## src/rtl/ibex_bus_arb.sv

```systemverilog
// ibex_bus_arb: shares one Ibex-style req/gnt/rvalid host port between the instruction-fetch
// and data-LSU interfaces of the core.
//
// A requester that has been presented but not yet granted is locked onto the host port, so
// the request and address stay stable until gnt. Accepted requests push their requester ID
// into an in-order FIFO. Each response pops the head ID and is routed back to that requester.
//
// Ports:
//   clk_i, rst_i           clock, synchronous active-high reset (all outputs read 0 while high)
//   instr_*                fetch request/response interface (read-only, full word)
//   data_*                 LSU request/response interface
//   host_*                 arbitrated req/gnt/rvalid port towards the TL-UL host adapter
//   busy_o                 transactions outstanding or a request is being presented
//   protocol_err_o         sticky: a response arrived with no outstanding transaction
//   perf_*_stall_o         16-bit saturating stall-cycle counters
//
// Configuration:
//   IBEX_BUS_ARB_PERF_EN   when defined, the stall counters are implemented; otherwise both
//                          perf outputs are tied to 0 and no counter flops exist.
module ibex_bus_arb #(
  parameter int unsigned MaxOutstanding = 2,
  parameter bit          RoundRobin     = 1'b1
) (
  input  logic        clk_i,
  input  logic        rst_i,

  input  logic        instr_req_i,
  input  logic [31:0] instr_addr_i,
  output logic        instr_gnt_o,
  output logic        instr_rvalid_o,
  output logic [31:0] instr_rdata_o,
  output logic        instr_err_o,

  input  logic        data_req_i,
  input  logic        data_we_i,
  input  logic [3:0]  data_be_i,
  input  logic [31:0] data_addr_i,
  input  logic [31:0] data_wdata_i,
  output logic        data_gnt_o,
  output logic        data_rvalid_o,
  output logic [31:0] data_rdata_o,
  output logic        data_err_o,

  output logic        host_req_o,
  output logic        host_type_o,
  output logic [31:0] host_addr_o,
  output logic        host_we_o,
  output logic [3:0]  host_be_o,
  output logic [31:0] host_wdata_o,
  input  logic        host_gnt_i,
  input  logic        host_rvalid_i,
  input  logic [31:0] host_rdata_i,
  input  logic        host_err_i,

  output logic        busy_o,
  output logic        protocol_err_o,
  output logic [15:0] perf_instr_stall_o,
  output logic [15:0] perf_data_stall_o
);

  localparam int unsigned PtrW = (MaxOutstanding > 1) ? $clog2(MaxOutstanding) : 1;
  localparam int unsigned CntW = $clog2(MaxOutstanding + 1);
  localparam logic [PtrW-1:0] PtrMax  = PtrW'(MaxOutstanding - 1);
  localparam logic [CntW-1:0] CntFull = CntW'(MaxOutstanding);

  // Requester IDs: 0 = instruction, 1 = data.
  logic [MaxOutstanding-1:0] ids_q, ids_d;
  logic [PtrW-1:0]           wr_ptr_q, wr_ptr_d;
  logic [PtrW-1:0]           rd_ptr_q, rd_ptr_d;
  logic [CntW-1:0]           cnt_q, cnt_d;
  logic                      lock_vld_q, lock_vld_d;
  logic                      lock_id_q, lock_id_d;
  logic                      last_grant_q, last_grant_d;
  logic                      protocol_err_q, protocol_err_d;

  logic sel;
  logic full, empty;
  logic req_raw;
  logic accept;
  logic pop;
  logic head;

  function automatic logic [PtrW-1:0] ptr_inc(input logic [PtrW-1:0] p);
    return (p == PtrMax) ? '0 : p + 1'b1;
  endfunction

  assign full  = (cnt_q == CntFull);
  assign empty = (cnt_q == '0);
  assign head  = ids_q[rd_ptr_q];

  always_comb begin
    if (lock_vld_q) begin
      sel = lock_id_q;
    end else if (instr_req_i && data_req_i) begin
      sel = RoundRobin ? ~last_grant_q : 1'b1;
    end else begin
      sel = data_req_i;
    end
  end

  // No full bypass: a pop in the same cycle does not free a slot for this cycle's request.
  assign req_raw = (lock_vld_q | instr_req_i | data_req_i) & ~full;
  assign accept  = host_req_o & host_gnt_i;
  assign pop     = ~rst_i & host_rvalid_i & ~empty;

  // Request side
  assign host_req_o   = ~rst_i & req_raw;
  assign host_type_o  = ~rst_i & sel;
  assign host_addr_o  = rst_i ? '0 : (sel ? data_addr_i : instr_addr_i);
  assign host_we_o    = ~rst_i & sel & data_we_i;
  assign host_be_o    = rst_i ? '0 : (sel ? data_be_i : 4'hF);
  assign host_wdata_o = (~rst_i & sel) ? data_wdata_i : '0;

  assign instr_gnt_o = accept & ~sel;
  assign data_gnt_o  = accept & sel;

  // Response side
  assign instr_rvalid_o = pop & ~head;
  assign data_rvalid_o  = pop & head;
  assign instr_rdata_o  = instr_rvalid_o ? host_rdata_i : '0;
  assign data_rdata_o   = data_rvalid_o ? host_rdata_i : '0;
  assign instr_err_o    = instr_rvalid_o & host_err_i;
  assign data_err_o     = data_rvalid_o & host_err_i;

  assign busy_o         = ~rst_i & (~empty | req_raw);
  assign protocol_err_o = ~rst_i & protocol_err_q;

  always_comb begin
    ids_d          = ids_q;
    wr_ptr_d       = wr_ptr_q;
    rd_ptr_d       = rd_ptr_q;
    cnt_d          = cnt_q;
    lock_vld_d     = lock_vld_q;
    lock_id_d      = lock_id_q;
    last_grant_d   = last_grant_q;
    protocol_err_d = protocol_err_q;

    if (accept) begin
      ids_d[wr_ptr_q] = sel;
      wr_ptr_d        = ptr_inc(wr_ptr_q);
      lock_vld_d      = 1'b0;
      last_grant_d    = sel;
    end else if (host_req_o) begin
      lock_vld_d = 1'b1;
      lock_id_d  = sel;
    end

    if (pop) begin
      rd_ptr_d = ptr_inc(rd_ptr_q);
    end

    unique case ({accept, pop})
      2'b10:   cnt_d = cnt_q + 1'b1;
      2'b01:   cnt_d = cnt_q - 1'b1;
      default: cnt_d = cnt_q;
    endcase

    if (host_rvalid_i && empty) begin
      protocol_err_d = 1'b1;
    end
  end

  always_ff @(posedge clk_i) begin
    if (rst_i) begin
      ids_q          <= '0;
      wr_ptr_q       <= '0;
      rd_ptr_q       <= '0;
      cnt_q          <= '0;
      lock_vld_q     <= 1'b0;
      lock_id_q      <= 1'b0;
      last_grant_q   <= 1'b0;
      protocol_err_q <= 1'b0;
    end else begin
      ids_q          <= ids_d;
      wr_ptr_q       <= wr_ptr_d;
      rd_ptr_q       <= rd_ptr_d;
      cnt_q          <= cnt_d;
      lock_vld_q     <= lock_vld_d;
      lock_id_q      <= lock_id_d;
      last_grant_q   <= last_grant_d;
      protocol_err_q <= protocol_err_d;
    end
  end

`ifdef IBEX_BUS_ARB_PERF_EN
  logic [15:0] perf_instr_q, perf_instr_d;
  logic [15:0] perf_data_q, perf_data_d;

  always_comb begin
    perf_instr_d = perf_instr_q;
    perf_data_d  = perf_data_q;
    if (instr_req_i && !instr_gnt_o && (perf_instr_q != 16'hFFFF)) begin
      perf_instr_d = perf_instr_q + 16'd1;
    end
    if (data_req_i && !data_gnt_o && (perf_data_q != 16'hFFFF)) begin
      perf_data_d = perf_data_q + 16'd1;
    end
  end

  always_ff @(posedge clk_i) begin
    if (rst_i) begin
      perf_instr_q <= '0;
      perf_data_q  <= '0;
    end else begin
      perf_instr_q <= perf_instr_d;
      perf_data_q  <= perf_data_d;
    end
  end

  assign perf_instr_stall_o = rst_i ? '0 : perf_instr_q;
  assign perf_data_stall_o  = rst_i ? '0 : perf_data_q;
`else
  assign perf_instr_stall_o = '0;
  assign perf_data_stall_o  = '0;
`endif

endmodule

```

## config.mk

```make
export PLATFORM = sky130hd
export DESIGN_NAME = ibex_bus_arb
export DESIGN_NICKNAME = d
export VERILOG_FILES = /design/src/rtl/ibex_bus_arb.sv
export SDC_FILE = /design/constraint.sdc
export NUM_CORES = 1
export LEC_CHECK = 0
export ABC_AREA = 1
export CAP_MARGIN = 20
export CORE_AREA = 2 2 121 123
export DETAILED_ROUTE_END_ITERATION = 16
export DIE_AREA = 0 0 123 125
export SYNTH_ARGS = -nofsm -noshare
export SYNTH_HDL_FRONTEND = slang
export SYNTH_SLANG_ARGS = --single-unit
```

## constraint.sdc

```tcl
create_clock -name clk_i -period 2.6 [get_ports clk_i]
set_input_delay 0.26 -clock clk_i [delete_from_list [all_inputs] [get_ports clk_i]]
set_output_delay 0.26 -clock clk_i [all_outputs]
set_load 0.05 [all_outputs]
```

# --- Yosys cells after proc, flatten, opt, wreduce, memory -nomap -nowiden ---
# Cells that the tools add are included.
classes:
  bitwise_logic: 25
  n_eq_ne: 3
  muxes: 17
  n_reduce_logical: 7
  magnitude_cmp: 3
  n_addsub: 4
op_table:
  columns: ["cell", "count"]
  rows:
  - ["two-way mux 32 bit", 5]
  - ["AND 1 bit", 15]
  - ["two-way mux 4 bit", 2]
  - ["two-way mux 1 bit", 7]
  - ["NOT 1 bit", 7]
  - ["equality test 2 bit (second input constant)", 2]
  - ["less-than comparator 1 x 2 -> 1 bit (second input constant)", 2]
  - ["case mux 2 bit (2 select lines)", 1]
  - ["logical AND 1 bit", 3]
  - ["OR 1 bit", 3]
  - ["adder 1 bit (second input constant)", 2]
  - ["adder 2 x 1 -> 2 bit (second input constant)", 1]
  - ["bitwise mux 2 bit", 1]
  - ["equality test 2 x 1 -> 1 bit (second input constant)", 1]
  - ["logical NOT 2 bit", 1]
  - ["AND reduction 2 bit", 1]
  - ["nonzero test 2 bit", 1]
  - ["OR reduction 2 bit", 1]
  - ["subtractor 2 x 1 -> 2 bit (second input constant)", 1]
  - ["demux 1 bit (select 1 bit)", 1]
  - ["greater-or-equal comparator 1 bit (second input constant)", 1]
totals:
  output_inout_bits: 175
  in_bits: 140
  ff_bits: 10
  word_cells: 67

# --- Longest topological paths before layout ---
# Gate-level depths: netlist of the first run.
depth:
  ltp_word: 7
  mapped_depth: 8
  depth_no_buf: 8

# --- Least setup slack after synthesis of the first run ---
# OpenSTA, ideal clock, no wires.
synth_path:
  path_kind: "register to output"
  from: "reg cnt_q[0]"
  to: "out data_rdata_o[10]"
  path_buffers: 0
  setup_slack_ps: 457
  required_time_ps: 2340
  t_arrival_ps: 1883
  path_stages_with_launch: 7
  path_cell_list: "dfxtp_1 nor2_1 nor2_4 inv_2 nor2_2 inv_2 nor2_1"
synth_between:
  elab_chain_len: 5
synth_rtl:
  columns: ["element", "line", "rtl"]
  rows:
  - ["from (decl)", "70", "logic [CntW-1:0] cnt_q, cnt_d;"]
  - ["from (signal assigned)", "177", "cnt_q <= cnt_d;"]
  - ["logical NOT 2 bit", "88", "assign empty = (cnt_q == '0);"]
  - ["NOT 1 bit", "104", "assign pop = ~rst_i & host_rvalid_i & ~empty;"]
  - ["AND 1 bit", "104", null]
  - ["net pop", "80", "logic pop;"]
  - ["AND 1 bit", "119", "assign data_rvalid_o = pop & head;"]
  - ["net data_rvalid_o", "40", "output logic data_rvalid_o,"]
  - ["two-way mux 32 bit", "121", "assign data_rdata_o = data_rvalid_o ? host_rdata_i : '0;"]
  - ["to (decl)", "41", "output logic [31:0] data_rdata_o,"]
# The timed path passes the listed nets, and every way through them passes these cells.

# --- Final worst setup path of the first run ---
layout_path:
  from: "in instr_req_i"
  to: "out host_wdata_o[2]"
layout_between:
  elab_chain_len: 5
layout_rtl:
  columns: ["element", "line", "rtl"]
  rows:
  - ["from (decl)", "27", "input logic instr_req_i,"]
  - ["logical AND 1 bit", "94", "end else if (instr_req_i && data_req_i) begin"]
  - ["two-way mux 1 bit", "94", null]
  - ["two-way mux 1 bit", "92", "if (lock_vld_q) begin"]
  - ["AND 1 bit", "112", "assign host_wdata_o = (~rst_i & sel) ? data_wdata_i : '0;"]
  - ["two-way mux 32 bit", "112", null]
  - ["to (decl)", "49", "output logic [31:0] host_wdata_o,"]
# No other way between the ends.

==> results.ini, run 1 <==
[logic_synthesis]
synth_top_area_share=0.276
ys_seq_area_frac=0.0993
yosys-top-cells-area=nor2_1 28%, inv_1 15%, buf_4 12%
yosysTopAreaCell=nor2_1
yosysWarnings=0
ys_ff_latch=10
syn-cell-area_mm2=0.00202
synth.distinct_cells=23
synth_area_per_cell_um2=5.01
syn_inst=402

[sta]
max_freq_mhz=434
setup_tns_ns=0
tightest_slew_ns=0.838
hold_viol=0
finalWorstSetupSlack_ns=0.295
slew_headroom=0.441
skew_ns=0.00176
finalSetupViolCount=0
rsz0062_at_grt=false
finalCriticalPeriod_ns=2.30
finalMaxSlewViolations=0
min_period_over_period=0.887

[layout]
nFillCells=1584
diodes=0
final_nets=814
drive_gt1_frac=0.285
area_growth_pct=150
instances_no_fill=855

[critical_path]
ff2ff_setup_slack_ns=0.92
end_kind=output pin
cp_max_fo=37
r2r_cells=8
worst_ep_required_time_ns=2.34
path_class=primary input to output pin
critPathArrivalTime_ns=2.04
cp-startpoint=instr_req_i
critPathLaunchType=primary input
timing.rr.start=lock_vld_q$_SDFFE_PP0N_
r2r_end=cnt_q[1]$_SDFFE_PP0P_

[die]
core_area_mm2=0.0142
start_util=0.142
dieArea_mm2=0.0154
ios=315
rows=44
die_h_um=125
die_w_um=123

[min_path]
min_to=last_grant_q$_SDFFE_PP0N_
hp-start=last_grant_q$_SDFFE_PP0N_
min_path_cells=2
hp-class=register to register

[drt]
dr_total_vias=3133
routedWlPerCell_um=11.2
drc=0
drt_iter0_drc=95
wl_um=9570
drtPass1Iterations=4
via_per_inst=3.66
ant_nets=0

[clock_network]
cts_tree=done
numCtsBuffers=3
clock_path_buffers=2
cts_root_buffer=clkbuf_16
ctsResizeCount=0
clk_latency_ns=0.23
htreeDepth=1
path_clk_slew_ns=0.04
cts_sinks=10
cts_hold_buf=0
post_cts_buffers=0

[global_routing]
grt_pass1_vias=2803
grt_first_pass_wirelength_um=13900
track_usage=0.111
grt_antenna_before_repair=0
overflow=0
grt_max_degree=43

[status]
outcome=completed

[power]
clkPwrFrac=0.168
ir_drop_uv=158
powerDensity_mw_per_mm2=315
p_sw_frac=0.493
p_comb_frac=0.722
p_leak_nw=2.59
p_int_w=0.000804
p_switching_w=0.000782
pwr-share-seq=0.110

[place]
dp_slack_ns=0.240
place.gp.congestion=0.736
dpl.hpwl_um=8130
dpl.cell_count=852
io_buffers=282

[job]
cap_viol_max_count=0

-- synth_stat cells --
| cell type | number |
|---|---|
| nor2_1 | 148 |
| inv_1 | 79 |
| o21ai_0 | 39 |
| buf_4 | 33 |
| nor2_2 | 31 |
| nand2_1 | 16 |
| buf_2 | 13 |
| dfxtp_1 | 10 |
| a21oi_1 | 8 |
| clkbuf_1 | 4 |
| nand3_1 | 4 |
| buf_6 | 3 |
| inv_2 | 3 |
| nand2_2 | 2 |
| clkinv_1 | 1 |
| clkinv_2 | 1 |
| conb_1 | 1 |
| ha_1 | 1 |
| nand4_1 | 1 |
| nand4_2 | 1 |
| nor2_4 | 1 |
| o21bai_1 | 1 |
| o22ai_1 | 1 |
-- metal layers --
metal | wire length, um | global-route usage
met1 | 3480 | 0.125
met2 | 4930 | 0.212
met3 | 1100 | 0.0260
met4 | 62 | 0.0201
met5 | 0 | 0
-- metrics by stage --
| step | cell area (um^2) | util | hold WS [ns] | total power (W) |
|---|---|---|---|---|
| floorplan | 2130 | - | 0.439 | 0.000874 |
| global placement | 4960 | 0.349 | 0.451 | 0.00133 |
| detailed placement | 4960 | 0.349 | 0.462 | 0.00133 |
| CTS | 5040 | 0.355 | 0.467 | 0.00161 |
| global route | 5040 | 0.355 | 0.504 | 0.00167 |
| finish | 5040 | 0.355 | 0.465 | 0.00159 |
-- cell families after synthesis --
kind of cell,after synthesis,synth area share
buffers and inverters,137,0.336
other,1,0.00186
and+or+nand+nor,204,0.433
AOI/OAI and AO/OA,49,0.124
DFF,10,0.0993
adders and majority gates,1,0.00621
-- sequential cells by signal, summed over array words and instances (netlist names) --
| name | cells |
|---|---|
| ids_q | 2 |
| cnt_q | 2 |
| lock_vld_q | 1 |
| protocol_err_q | 1 |
| wr_ptr_q | 1 |
| last_grant_q | 1 |
| lock_id_q | 1 |
| rd_ptr_q | 1 |
-- how the worst max path moves through the flow --
| stage | slack [ns] | endpoint |
|---|---|---|
| 2_1_floorplan | 0.46 | data_rdata_o[10] |
| 6_report | 0.30 | host_wdata_o[2] |
| 4_1_cts | 0.26 | data_rdata_o[10] |
| 5_1_grt | 0.10 | host_addr_o[30] |
| 3_5_place_dp | 0.24 | cnt_q[1]$_SDFFE_PP0P_ |
| 3_3_place_gp | 0.24 | data_rdata_o[10] |
-- area by class of cell --
cell class,count,area [um^2],share of cell area
Timing Repair Buffer,288,2960,0.588
Multi-Input combinational cell,286,1250,0.249
Inverter,84,317,0.0629
Tap cell,184,230,0.0457
Sequential cell,10,200,0.0398
Clock buffer,3,75.1,0.0149
-- cell usage in the layout (no fill, tap or decap) --
cell             instances
conb_1                  32
ha_1                     1
o21ai_0                 39
inv_1                   79
a21oi_1                  8
nand4_1                  1
nand2_2                  2
nor2_1                 148
buf_4                  113
nand4_2                  1
nor2_4                   1
clkbuf_16                3
buf_12                  36
dfxtp_1                 10
nand2_1                 16
clkdlybuf4s50_1        139
inv_2                    3
o21bai_1                 1
nand3_1                  4
clkinv_1                 1
clkinv_2                 1
o22ai_1                  1
nor2_2                  31
-- power groups by stage --
stage	combinational, W	clock (W)	sequential, W
floorplan	0.000699	0	0.000175
global placement	0.00115	0	0.000177
detailed placement	0.00115	0	0.000177
CTS	0.00116	0.000274	0.000174
global route	0.00121	0.000282	0.000176
finish	0.00115	0.000266	0.000174
-- worst max-delay path, cell delays in order --
cell,delay (ns)
clkdlybuf4s50_1,0.46
nand2_1,0.09
nand3_1,0.06
nand2_1,0.08
buf_4,0.33
nand2_2,0.16
buf_12,0.20
nor2_1,0.20
buf_12,0.17
Power figures use the tool's default switching activity.
==> inputs of run 2 (changes only) <==
--- a/config.mk
+++ b/config.mk
@@ -8,8 +8,10 @@
 export ABC_AREA = 1
 export CAP_MARGIN = 20
 export CORE_AREA = 2 2 121 123
+export CTS_BUF_LIST = sky130_fd_sc_hd__clkbuf_16
 export DETAILED_ROUTE_END_ITERATION = 16
 export DIE_AREA = 0 0 123 125
+export DONT_BUFFER_PORTS = 1
 export SYNTH_ARGS = -nofsm -noshare
 export SYNTH_HDL_FRONTEND = slang
 export SYNTH_SLANG_ARGS = --single-unit
==> run 2 against run 1 <==
  * Critical path depth shrank 2
  * Via count decreased by 14%
  * Clock skew is essentially flat
  * Final area decreased by 37%
  * Critical path type is now register to output pin
  * Largest power group unchanged
  * Highest routed layer unchanged
==> results.ini, run 2 (synthesis gave the netlist of run 1 again) <==
[place]
dpl.hpwl_um=6690
dp_slack_ns=0.454
dpl.cell_count=706
placed_cell_area_mm2=0.00309
place.gp.congestion=0.733
io_buffers=0

[layout]
instances_no_fill=709
diodes=0
final_nets=668
mostFrequentLayoutCells=148 x nor2_1, 140 x buf_4, 79 x inv_1, 39 x o21ai_0, 32 x conb_1
reg_top3=cnt_q x2, ids_q x2
area_growth_pct=57.3
drive_gt1_frac=0.352
design_area_mm2=0.00317
nFillCells=1595
final_common_cell=nor2_1

[clock_network]
post_cts_buffers=0
numCtsBuffers=3
path_clk_slew_ns=0.04
htreeDepth=1
clock_path_buffers=2
cts_tree=done
cts_sinks=10
cts_root_buffer=clkbuf_16
clk_latency_ns=0.23

[global_routing]
track_usage=0.0829
grt_antenna_before_repair=0
grt_pass1_vias=2206
grt_util_met1=0.0865
overflow=0
use_met3=0.0109
grt.busiest_layer=met2
grt_max_degree=38
grt_first_pass_wirelength_um=10200
use_met2=0.171

[sta]
finalWorstSetupSlack_ns=0.246
skew_ns=0.00149
rsz0062_at_grt=false
finalSetupViolCount=0
slew_headroom=0.397
finalMaxSlewViolations=0
finalCriticalPeriod_ns=2.35
max_freq_mhz=425
setup_tns_ns=0
tightest_slew_ns=0.901
hold_viol=0
min_period_over_period=0.905

[power]
powerDensity_mw_per_mm2=408
ir_drop_uv=176
p_leak_nw=1.91

[die]
core_area_mm2=0.0142
ios=315
die_w_um=123
rows=44
start_util=0.142
dieArea_mm2=0.0154
die_h_um=125

[critical_path]
path_cells=inv_2 -> nand3_1 -> nand2_1 -> buf_4 -> nand2_2 -> nor2_1 -> buf_4
end_kind=output pin
path_class=register to output pin
critPathSlowestCell=nand2_2
slowest_delay_ns=0.45
critPathArrivalTime_ns=2.09
cpMostUsedCell=buf_4
worst_ep_required_time_ns=2.34
cp_max_fo=37
critPathLaunchType=register

[drt]
routedWlPerCell_um=11.1
wl_um=7900
via_per_inst=3.82
drtPass1Iterations=6
ant_nets=0
drc=0
drt_iter0_drc=80
dr_total_vias=2705

[job]
cap_viol_max_count=0

[status]
outcome=completed

[min_path]
hp-class=primary input to register

[run 2: cell count changes in the layout (fill, tap and decap cells not counted)]
cell             before  now
clkinv_1              1    0
buf_4               113  140
buf_12               36    2
clkdlybuf4s50_1     139    0
clkinvlp_4            0    1
[run 2: timing repair]
item,in CTS,in global routing
hold buffers,0,0
gates resized for setup,0,1
setup endpoints to repair,0,3
[run 2: stage by stage]
step	util	total power, W	hold slack, ns
after floorplan	-	0.000874	0.439
after detailed placement	0.218	0.00103	0.338
after CTS	0.223	0.00130	0.0926
after global placement	0.218	0.00102	0.333
after global routing	0.223	0.00135	0.0982
final	0.223	0.00129	0.0974
[run 2: final timing paths]
check / start / endpoint / slack [ns] / depth (start not counted)
min reg2reg: rd_ptr_q$_SDFFE_PP0P_ / rd_ptr_q$_SDFFE_PP0P_ / 0.47 / 1
min: rst_i / wr_ptr_q$_SDFFE_PP0N_ / 0.1 / 1
max reg2reg: lock_vld_q$_SDFFE_PP0N_ / ids_q[1]$_SDFFE_PP0P_ / 0.85 / 8
max: lock_vld_q$_SDFFE_PP0N_ / host_wdata_o[14] / 0.25 / 7
[run 2: critical path: cells and delay by family, from the launching register on]
kind	cells	cell delay [ns]
buffers and inverters	3	0.63
DFF	1	0.31
and+or+nand+nor	4	0.89
[run 2: report_power, final]
group | leakage [nW] | switching [W] | internal, W | total (W)
Clock | 0.0370 | 0.0000698 | 0.000199 | 0.000269
Combinational | 1.79 | 0.000660 | 0.000189 | 0.000850
Sequential | 0.0820 | 0.00000739 | 0.000167 | 0.000174
Total | 1.91 | 0.000738 | 0.000555 | 0.00129
[run 2: routing by layer]
| metal | wire [um] | vias up |
|---|---|---|
| li1 | - | 1346 |
| met1 | 2860 | 1163 |
| met2 | 4120 | 192 |
| met3 | 888 | 4 |
| met4 | 36 | 0 |
| met5 | 0 | - |
[run 2: final cells by class]
cell class / count / area [um^2] / area share
inverters: 84 / 320 / 0.101
clock buffers: 3 / 75.1 / 0.0237
flip-flops and latches: 10 / 200 / 0.0631
multi-input cells: 286 / 1250 / 0.395
well taps: 184 / 230 / 0.0726
repair buffers: 142 / 1090 / 0.344
